`src/rtl/branch_resolve_if.sv`:
```
// branch_resolve_if: IF prediction lookup, EX branch operands and registered resolution.
// master drives the pipeline side, slave is the branch resolve unit.
interface branch_resolve_if #(parameter int XLEN = 32);
    logic [XLEN-1:0] if_pc_i;
    logic            pred_taken_o;
    logic            br_valid_i;
    logic            kill_i;
    logic [2:0]      func3_i;
    logic [XLEN-1:0] rs1_i;
    logic [XLEN-1:0] rs2_i;
    logic [XLEN-1:0] pc_i;
    logic [XLEN-1:0] imm_i;
    logic            pred_taken_i;
    logic            res_valid_o;
    logic            taken_o;
    logic            mispredict_o;
    logic [XLEN-1:0] redirect_pc_o;
    logic            illegal_o;
    modport master (
        output if_pc_i, br_valid_i, kill_i, func3_i, rs1_i, rs2_i, pc_i, imm_i, pred_taken_i,
        input  pred_taken_o, res_valid_o, taken_o, mispredict_o, redirect_pc_o, illegal_o
    );
    modport slave (
        input  if_pc_i, br_valid_i, kill_i, func3_i, rs1_i, rs2_i, pc_i, imm_i, pred_taken_i,
        output pred_taken_o, res_valid_o, taken_o, mispredict_o, redirect_pc_o, illegal_o
    );
endinterface

```
`src/rtl/branch_resolve_unit.sv`:
```
// branch_resolve_unit: RV32 branch condition evaluation, bimodal 2-bit BHT and registered redirect.
// Optional BRU_PERF_CNT_EN adds branch and mispredict counters.
module branch_resolve_unit #(
    parameter int XLEN        = 32,
    parameter int BHT_ENTRIES = 16
) (
    input  logic              clk,
    input  logic              rst_n,
    branch_resolve_if.slave   bus
`ifdef BRU_PERF_CNT_EN
    ,
    output logic [31:0]       br_count_o,
    output logic [31:0]       mispred_count_o
`endif
);
    localparam int IDX_W = $clog2(BHT_ENTRIES);

    logic [1:0]      bht_q [BHT_ENTRIES];
    logic            res_valid_q, taken_q, mispredict_q, illegal_q;
    logic [XLEN-1:0] redirect_q, redirect_d;
    logic [XLEN:0]   diff;
    logic            acc, z, c, n, v, illegal, taken, mispredict_d;
    logic [IDX_W-1:0] wr_idx;
    logic [1:0]      ctr, ctr_d;
    logic            unused_pc_bits;

    always_comb begin
        acc          = bus.br_valid_i & ~bus.kill_i;
        diff         = {1'b0, bus.rs1_i} + {1'b0, ~bus.rs2_i} + (XLEN+1)'(1);
        z            = diff[XLEN-1:0] == '0;
        c            = diff[XLEN];
        n            = diff[XLEN-1];
        v            = (bus.rs1_i[XLEN-1] != bus.rs2_i[XLEN-1]) & (n != bus.rs1_i[XLEN-1]);
        illegal      = bus.func3_i[2:1] == 2'b01;
        taken        = bus.func3_i == 3'd0 ? z :
                       bus.func3_i == 3'd1 ? ~z :
                       bus.func3_i == 3'd4 ? n != v :
                       bus.func3_i == 3'd5 ? n == v :
                       bus.func3_i == 3'd6 ? ~c :
                       bus.func3_i == 3'd7 ? c : 1'b0;
        mispredict_d = taken != bus.pred_taken_i;
        redirect_d   = taken ? bus.pc_i + bus.imm_i : bus.pc_i + XLEN'(4);
        wr_idx       = bus.pc_i[IDX_W+1:2];
        ctr          = bht_q[wr_idx];
        ctr_d        = taken ? ctr + {1'b0, ctr != 2'd3} : ctr - {1'b0, ctr != 2'd0};
    end

    // Reads the registered table, so a same-cycle update is not yet visible (read-before-write)
    assign bus.pred_taken_o  = bht_q[bus.if_pc_i[IDX_W+1:2]][1];
    assign bus.res_valid_o   = res_valid_q;
    assign bus.taken_o       = taken_q;
    assign bus.mispredict_o  = mispredict_q;
    assign bus.redirect_pc_o = redirect_q;
    assign bus.illegal_o     = illegal_q;
    assign unused_pc_bits    = &{1'b0, bus.if_pc_i, bus.pc_i};

    always_ff @(posedge clk or negedge rst_n) begin
        if (!rst_n) begin
            res_valid_q  <= 1'b0;
            taken_q      <= 1'b0;
            mispredict_q <= 1'b0;
            illegal_q    <= 1'b0;
            redirect_q   <= '0;
            for (int i = 0; i < BHT_ENTRIES; i++) bht_q[i] <= 2'd1;
        end else begin
            res_valid_q  <= acc;
            taken_q      <= acc & taken;
            mispredict_q <= acc & mispredict_d;
            illegal_q    <= acc & illegal;
            if (acc) redirect_q <= redirect_d;
            if (acc && !illegal) bht_q[wr_idx] <= ctr_d;
        end
    end

`ifdef BRU_PERF_CNT_EN
    always_ff @(posedge clk or negedge rst_n) begin
        if (!rst_n) begin
            br_count_o      <= '0;
            mispred_count_o <= '0;
        end else begin
            if (acc && !illegal) br_count_o <= br_count_o + 32'd1;
            if (acc && mispredict_d) mispred_count_o <= mispred_count_o + 32'd1;
        end
    end
`endif
endmodule

```
`src/flat_wrapper.sv`:
```
// flat-port wrapper written by rule: the top's interface ports become plain ports
module branch_resolve_unit_flat 
#(
    parameter int XLEN        = 32,
    parameter int BHT_ENTRIES = 16
)
  (clk, rst_n, bus_if_pc_i, bus_br_valid_i, bus_kill_i, bus_func3_i, bus_rs1_i, bus_rs2_i, bus_pc_i, bus_imm_i, bus_pred_taken_i, bus_pred_taken_o, bus_res_valid_o, bus_taken_o, bus_mispredict_o, bus_redirect_pc_o, bus_illegal_o);
  branch_resolve_if #(.XLEN(XLEN)) bus_i ();
  input  logic clk;
  input  logic rst_n;
  input wire logic [$bits(bus_i.if_pc_i)-1:0] bus_if_pc_i;
  input wire logic [$bits(bus_i.br_valid_i)-1:0] bus_br_valid_i;
  input wire logic [$bits(bus_i.kill_i)-1:0] bus_kill_i;
  input wire logic [$bits(bus_i.func3_i)-1:0] bus_func3_i;
  input wire logic [$bits(bus_i.rs1_i)-1:0] bus_rs1_i;
  input wire logic [$bits(bus_i.rs2_i)-1:0] bus_rs2_i;
  input wire logic [$bits(bus_i.pc_i)-1:0] bus_pc_i;
  input wire logic [$bits(bus_i.imm_i)-1:0] bus_imm_i;
  input wire logic [$bits(bus_i.pred_taken_i)-1:0] bus_pred_taken_i;
  output wire logic [$bits(bus_i.pred_taken_o)-1:0] bus_pred_taken_o;
  output wire logic [$bits(bus_i.res_valid_o)-1:0] bus_res_valid_o;
  output wire logic [$bits(bus_i.taken_o)-1:0] bus_taken_o;
  output wire logic [$bits(bus_i.mispredict_o)-1:0] bus_mispredict_o;
  output wire logic [$bits(bus_i.redirect_pc_o)-1:0] bus_redirect_pc_o;
  output wire logic [$bits(bus_i.illegal_o)-1:0] bus_illegal_o;
  assign bus_i.if_pc_i = bus_if_pc_i;
  assign bus_i.br_valid_i = bus_br_valid_i;
  assign bus_i.kill_i = bus_kill_i;
  assign bus_i.func3_i = bus_func3_i;
  assign bus_i.rs1_i = bus_rs1_i;
  assign bus_i.rs2_i = bus_rs2_i;
  assign bus_i.pc_i = bus_pc_i;
  assign bus_i.imm_i = bus_imm_i;
  assign bus_i.pred_taken_i = bus_pred_taken_i;
  assign bus_pred_taken_o = bus_i.pred_taken_o;
  assign bus_res_valid_o = bus_i.res_valid_o;
  assign bus_taken_o = bus_i.taken_o;
  assign bus_mispredict_o = bus_i.mispredict_o;
  assign bus_redirect_pc_o = bus_i.redirect_pc_o;
  assign bus_illegal_o = bus_i.illegal_o;
  branch_resolve_unit #(.XLEN(XLEN), .BHT_ENTRIES(BHT_ENTRIES)) u_core (.clk(clk), .rst_n(rst_n), .bus(bus_i));
endmodule
```
`config.mk`:
```
export PLATFORM = sky130hd
export DESIGN_NAME = branch_resolve_unit_flat
export DESIGN_NICKNAME = d
export VERILOG_FILES = /design/src/rtl/branch_resolve_if.sv /design/src/rtl/branch_resolve_unit.sv /design/src/flat_wrapper.sv
export SDC_FILE = /design/constraint.sdc
export NUM_CORES = 1
export LEC_CHECK = 0
export CORE_ASPECT_RATIO = 1.1
export CORE_MARGIN = 2
export CORE_UTILIZATION = 34
export DETAILED_ROUTE_END_ITERATION = 10
export SYNTH_ARGS = -nofsm -noshare
export SYNTH_HDL_FRONTEND = slang
export SYNTH_SLANG_ARGS = --single-unit
```
`constraint.sdc`:
```
create_clock -name clk -period 6.5 [get_ports clk]
set_clock_uncertainty 0.2 [all_clocks]
set_input_delay 1.95 -clock clk [delete_from_list [all_inputs] [get_ports clk]]
set_output_delay 1.95 -clock clk [all_outputs]
set_load 0.05 [all_outputs]
```
Word level (Yosys, flattened, before mapping)
Cells that the tools add are included.
{"block": "word_totals", "register_bits": 68, "in_bits": 168, "elab_cells": 76, "out_inout_bits": 37}
{"block": "classes", "order_cmp": 3, "eq_ne": 12, "n_bitwise": 11, "addsub": 6, "mux": 17, "n_reduce_logical": 6}
{"cell": "adder 32 x 32 -> 33 bit", "count": 1}
{"cell": "adder 33 x 1 -> 33 bit, second input constant", "count": 1}
{"cell": "adder 32 x 3 -> 32 bit, second input constant", "count": 1}
{"cell": "adder 32 bit", "count": 1}
{"cell": "bitwise mux 32 bit", "count": 1}
{"cell": "zero test 32 bit", "count": 1}
{"cell": "2-to-1 mux 32 bit", "count": 1}
{"cell": "NOT 32 bit", "count": 1}
{"cell": "binary-select mux 2 bit (select 4 bit)", "count": 2}
{"cell": "equality test 3 bit, second input constant", "count": 4}
{"cell": "2-to-1 mux 2 bit", "count": 6}
{"cell": "greater-or-equal comparator 5 bit, second input constant", "count": 2}
{"cell": "NOT 4 -> 5 bit", "count": 2}
{"cell": "demux 2 bit (select 4 bit)", "count": 1}
{"cell": "2-to-1 mux 1 bit", "count": 6}
{"cell": "bitwise AND 1 bit", "count": 5}
{"cell": "< comparator 5 x 1 -> 1 bit, second input constant", "count": 1}
{"cell": "inequality test 1 bit", "count": 4}
{"cell": "equality test 3 x 1 -> 1 bit, second input constant", "count": 1}
{"cell": "zero test 3 bit", "count": 1}
{"cell": "NOT 1 bit", "count": 3}
{"cell": "adder 2 x 1 -> 2 bit", "count": 1}
{"cell": "equality test 2 x 1 -> 1 bit, second input constant", "count": 1}
{"cell": "logical AND 1 bit", "count": 2}
{"cell": "other kinds (5)", "count": 5}

Longest topological paths before layout
{"block": "logic_depth", "depth_word": 12, "ltp_mapped": 29, "depth_no_buf": 26}

Worst setup path after synthesis
Ideal clock, no wire load.
{"block": "synth_path", "kind": "input to register", "from": "input bus_rs2_i[6]", "to": "register u_core.bht_q[13] (netlist bit)", "cell_stages": 28, "t_required_ns": 6.231, "arrival_time_ns": 7.982, "slack_ns": -1.751, "setup_time_ns": 0.069, "path_buffers": 2, "cell_sequence": "inv_1 > ha_1 > nand4_1 > a2111oi_1 > o21a_1 > o211ai_1 > a21oi_1 > a21oi_1 > inv_1 > a21oi_1 > fa_1 > o2111ai_1 > a311oi_1 > o2111ai_1 > or4_1 > nor4_1 > nand4_1 > nor4_2 > mux2i_1 > clkbuf_1 > a21oi_1 > a21oi_1 > ha_1 > xor2_1 > a21o_1 > clkbuf_1 > mux2i_1 > nand3_1"}
{"block": "synth_between", "elab_chain_cells": 12, "word_cells_on_any_way": 18, "cone_classes": "add/sub (2); eq/ne (3); mux (8); bitwise (4); reduce/logical (1)"}
{"item": "start, declared", "line": "flat_wrapper.sv:16", "rtl": "input wire logic [$bits(bus_i.rs2_i)-1:0] bus_rs2_i;"}
{"item": "NOT 32 bit *", "line": "branch_resolve_unit.sv:29", "rtl": "diff = {1'b0, bus.rs1_i} + {1'b0, ~bus.rs2_i} + (XLEN+1)'(1);"}
{"item": "adder 32 x 32 -> 33 bit *", "line": "branch_resolve_unit.sv:29"}
{"item": "adder 33 x 1 -> 33 bit *", "line": "branch_resolve_unit.sv:29"}
{"item": "inequality test 1 bit", "line": "branch_resolve_unit.sv:33", "rtl": "v = (bus.rs1_i[XLEN-1] != bus.rs2_i[XLEN-1]) & (n != bus.rs1_i[XLEN-1]);"}
{"item": "bitwise AND 1 bit", "line": "branch_resolve_unit.sv:33"}
{"item": "equality test 1 bit", "line": "branch_resolve_unit.sv:38", "rtl": "bus.func3_i == 3'd5 ? n == v :"}
{"item": "2-to-1 mux 1 bit", "line": "branch_resolve_unit.sv:38"}
{"item": "2-to-1 mux 1 bit", "line": "branch_resolve_unit.sv:37", "rtl": "bus.func3_i == 3'd4 ? n != v :"}
{"item": "2-to-1 mux 1 bit", "line": "branch_resolve_unit.sv:36", "rtl": "bus.func3_i == 3'd1 ? ~z :"}
{"item": "2-to-1 mux 1 bit *", "line": "branch_resolve_unit.sv:35", "rtl": "taken = bus.func3_i == 3'd0 ? z :"}
{"item": "2-to-1 mux 2 bit *", "line": "branch_resolve_unit.sv:45", "rtl": "ctr_d = taken ? ctr + {1'b0, ctr != 2'd3} : ctr - {1'b0, ctr != 2'd0};"}
{"item": "bitwise mux 32 bit *", "line": "branch_resolve_unit.sv:71", "rtl": "if (acc && !illegal) bht_q[wr_idx] <= ctr_d;"}
{"item": "end signal, assigned by index", "line": "branch_resolve_unit.sv:71"}
{"item": "end, declared", "line": "branch_resolve_unit.sv:18", "rtl": "logic [1:0] bht_q [BHT_ENTRIES];"}
Mark *: on every way between the ends. The rest lies on a longest branch, timed or not.
A chain may end at the register's enable or synchronous reset.

Worst setup path after layout
{"block": "layout_path", "from": "input bus_rs2_i[1]", "to": "register u_core.bht_q[3] (netlist bit)"}
Same word-level chain as after synthesis.

==> summary.md <==
| Metric | Value |
|---|---|
| Status | `finished, violations left` |
| Failing checks | `negative setup slack` |
| Most frequent CP cell | `buf_4` |
| Reg-to-reg critical path startpoint | `u_core.bht_q[1]$_DFFE_PN0P_` |
| Worst slew pin tran | `around 0.71 ns` |
| Vias/cell | `5.473` |
| N_diodes | `0` |
| Num CTS Buffers | `9` |
| DRT iter0 DRCs | `451` |
| Clk Latency, worst-skew pair | `0.34 ns` |
| Register area share after synthesis | `21.88%` |
| GR Overflow Total | `0` |
| Area Growth Syn to Fin | `52.89%` |
| Max Transition Viols Final | `0` |
| Worst-path clk slew | `0.06 ns` |
| Netlist cell types | `72` |
| HP Start | `u_core.bus.redirect_pc_o[31]$_DFFE_PN0P_` |
| Min Tclk post-route | `approximately 7.4 ns` |
| Post-Route WL | `roughly 28 mm` |
| EDFF count, synth | `0` |
| First-pass GRT wire length | `about 45 mm` |
| GP Congestion | `0.9059` |
| # rows | `58` |
| Max Clock Freq | `~0.14 GHz` |
| Leading cell type in the layout, fill and taps excluded | `buf_4` |
| Die height | `between 150 and 200 µm` |
| Final Hold Viols | `0` |
| Htree depth | `3` |
| CTS tree | `yes` |
| Port bufs | `around 180` |
| Vias in the first global route | `9076` |
| Relative slew margins | `around half` |
| DRT antenna net count | `0` |
| Post-synthesis register bit count | `68` |
| Mean routed wirelength per cell | `around 17 µm` |
| CTS root buf | `clkbuf_16` |
| Core area | `roughly 23000 µm²` |
| First-pass DRT Iterations | `5` |
| Slowest CP cell | `mux2_2` |
| CP Data Arrival Time | `7.42 ns` |
| Post-Synthesis Cell Area | `7870 µm²` |
| Largest stage delay on the critical path | `0.40 ns` |
| # setup viols final | `66` |
| Hold WC Path Type | `reg2reg` |
| Vias | `8784` |
| Initial Util | `34.54%` |
| GRT Util Overall | `22.85%` |
| Crit. End Element | `flop` |
| Critical Path Fanout Max | `8` |
| Antenna violations before repair | `0` |
| Worst Setup Slack, final | `-0.8975 ns` |
| Crit start category | `input pin` |
| Fin util | `52.81%` |
| Crit Path Category | `in2reg` |
| Fin nets | `1538` |
| Dpl hpwl | `20.06 mm` |
| Required time worst endpoint | `between 6 and 7 ns` |
| YS warnings | `0` |
| Number of remaining DRC errors | `0` |
| RSZ-0062 raised after global routing | `yes` |
| Die ar. | `24380 µm²` |
| Storage cell area | `about 1700 µm²` |
| Fillers | `2145` |
| I/O pin count | `205` |
| Mean Syn Cell Area | `7.934 µm²` |
| Total of max-cap violations | `0` |
| Die Width | `149.1 µm` |
| Leak | `5.166 nW` |
| CP Launch Point | `bus_rs2_i[1]` |
| Share of cells above drive strength 1 | `around a quarter` |
| Deepest clock path buffer count | `2` |
| Pwr Density | `just over 200 nW/µm²` |
| Setup TNS | `-45.63 ns` |
| Period Utilization, post-route | `113.8%` |
| Ys flop type | `dfrtp_1` |
| Most frequent cells in the layout | `156 x buf_4, 125 x clkdlybuf4s50_1, 84 x nor2_1` |
| Hold-fix buffers, CTS | `0` |
| Asr flop ratio synth | `100.0%` |
| Synth Instances | `992` |
| Largest net degree at the start of global routing | `52` |
| VDD IR max | `0.0001364 V` |
| Synth Net Count | `1230` |
| CTS Sinks | `68` |
| Area of the multi-input gates | `6375 µm²` |
## worst paths after layout
path	to	cells past startpoint	slack, ns
worst max-delay path	u_core.bht_q[3]$_DFFE_PN0P_	37	-0.90
worst min-delay path	u_core.bus.redirect_pc_o[31]$_DFFE_PN0P_	2	0.28
worst max register to register	u_core.bht_q[3]$_DFFE_PN0P_	10	3.49
worst min register to register	u_core.bus.redirect_pc_o[31]$_DFFE_PN0P_	2	0.28
max in group asynchronous	u_core.bht_q[20]$_DFFE_PN1P_	2	3.61
min in group asynchronous	u_core.bht_q[5]$_DFFE_PN0P_	1	1.46
## layer usage
layer | GRT usage, % | share of wire [%] | up-vias
met5 | 0 | 0 | -
met4 | 7.662 | 2.5 | 0
met3 | 4.246 | 6.6 | 55
met2 | 39.84 | 49 | 300
met1 | 28.28 | 42 | 4138
li1 | - | - | 4291
## cells in the mapped netlist, types with 16 or more instances
master    number  area (µm²)
xor2_1        16       140.1
mux2i_1       23       230.2
a31oi_1       24       150.1
o21ai_0       41       205.2
ha_1          68       850.8
nor3_1        36       180.2
a21oi_1       63       315.3
nand3_1       70       350.3
mux2_2        20       225.2
a21o_1        16       120.1
dfrtp_1       52        1301
dfstp_2       16       420.4
nand4_1       30       187.7
clkbuf_1      27       101.4
xnor2_1       41       359.1
inv_1         66       247.7
nand2_1       77       289.0
nor2_1        87       326.6
## through the flow
| stage | instance area (µm²) | instances | total power [W] | setup slack (ns) | hold WS [ns] |
|---|---|---|---|---|---|
| final | 12030 | 1605 | 0.002446 | -0.8975 | 0.2784 |
| after detailed placement | 10950 | 1545 | 0.001759 | -1.713 | 0.2696 |
| after global routing | 12030 | 1605 | 0.002589 | -1.158 | 0.3213 |
| after CTS | 11980 | 1602 | 0.002430 | -0.8239 | 0.2840 |
| after global placement | 10950 | 1545 | 0.001753 | -1.574 | 0.2706 |
| after floorplan | 8129 | 992 | 0.001329 | -0.8897 | 0.2781 |
## final cells by class
type	instances	share of cell area, %
flip-flops and latches	68	14.31
multi-input cells	817	52.98
repair buffers	338	24.79
well taps	300	3.119
clock buffers	10	1.903
inverters	66	2.163
clock inverters	6	0.7383
## flip-flops by register name, summed over array words and instances (netlist names)
signal,flops
u_core.bus.illegal_o,1
u_core.bus.redirect_pc_o,32
u_core.bus.taken_o,1
u_core.bus.mispredict_o,1
u_core.bus.res_valid_o,1
u_core.bht_q,32
## logic make-up (layout without fill, tap and decap cells)
family,Yosys count,count (layout),synth area share (%)
AO/OA/AOI/OAI,260,260,22.08
XOR/XNOR,57,57,6.343
adder cells (fa/ha/maj),70,70,11.32
buffers and inverters,107,420,5.358
flip-flops,68,68,21.88
multiplexers,58,58,10.08
AND/OR/NAND/NOR,372,372,22.94
## where the power goes
part | internal, W | switching, W | leakage [nW]
sequential | 0.000538 | 0.0000592 | 0.813
clock | 0.000337 | 0.000208 | 0.149
combinational | 0.000618 | 0.000686 | 4.20
total | 0.00149 | 0.000953 | 5.17
## repair_timing
action | 4_1_cts | 5_1_grt
setup endpoints to repair | 66 | 66
gates resized for setup | 160 | 10
setup buffers | 41 | 3
pin swaps | 47 | 4
## critical path: cells and delay by family
kind / cells / cell delay [ns]
simple gates: 4 / 0.42
mux: 2 / 0.55
compound gates: 8 / 1.47
fa+ha+maj: 2 / 0.46
buf+inv: 21 / 2.56
Note: power is estimated with default switching activity, not from simulation.
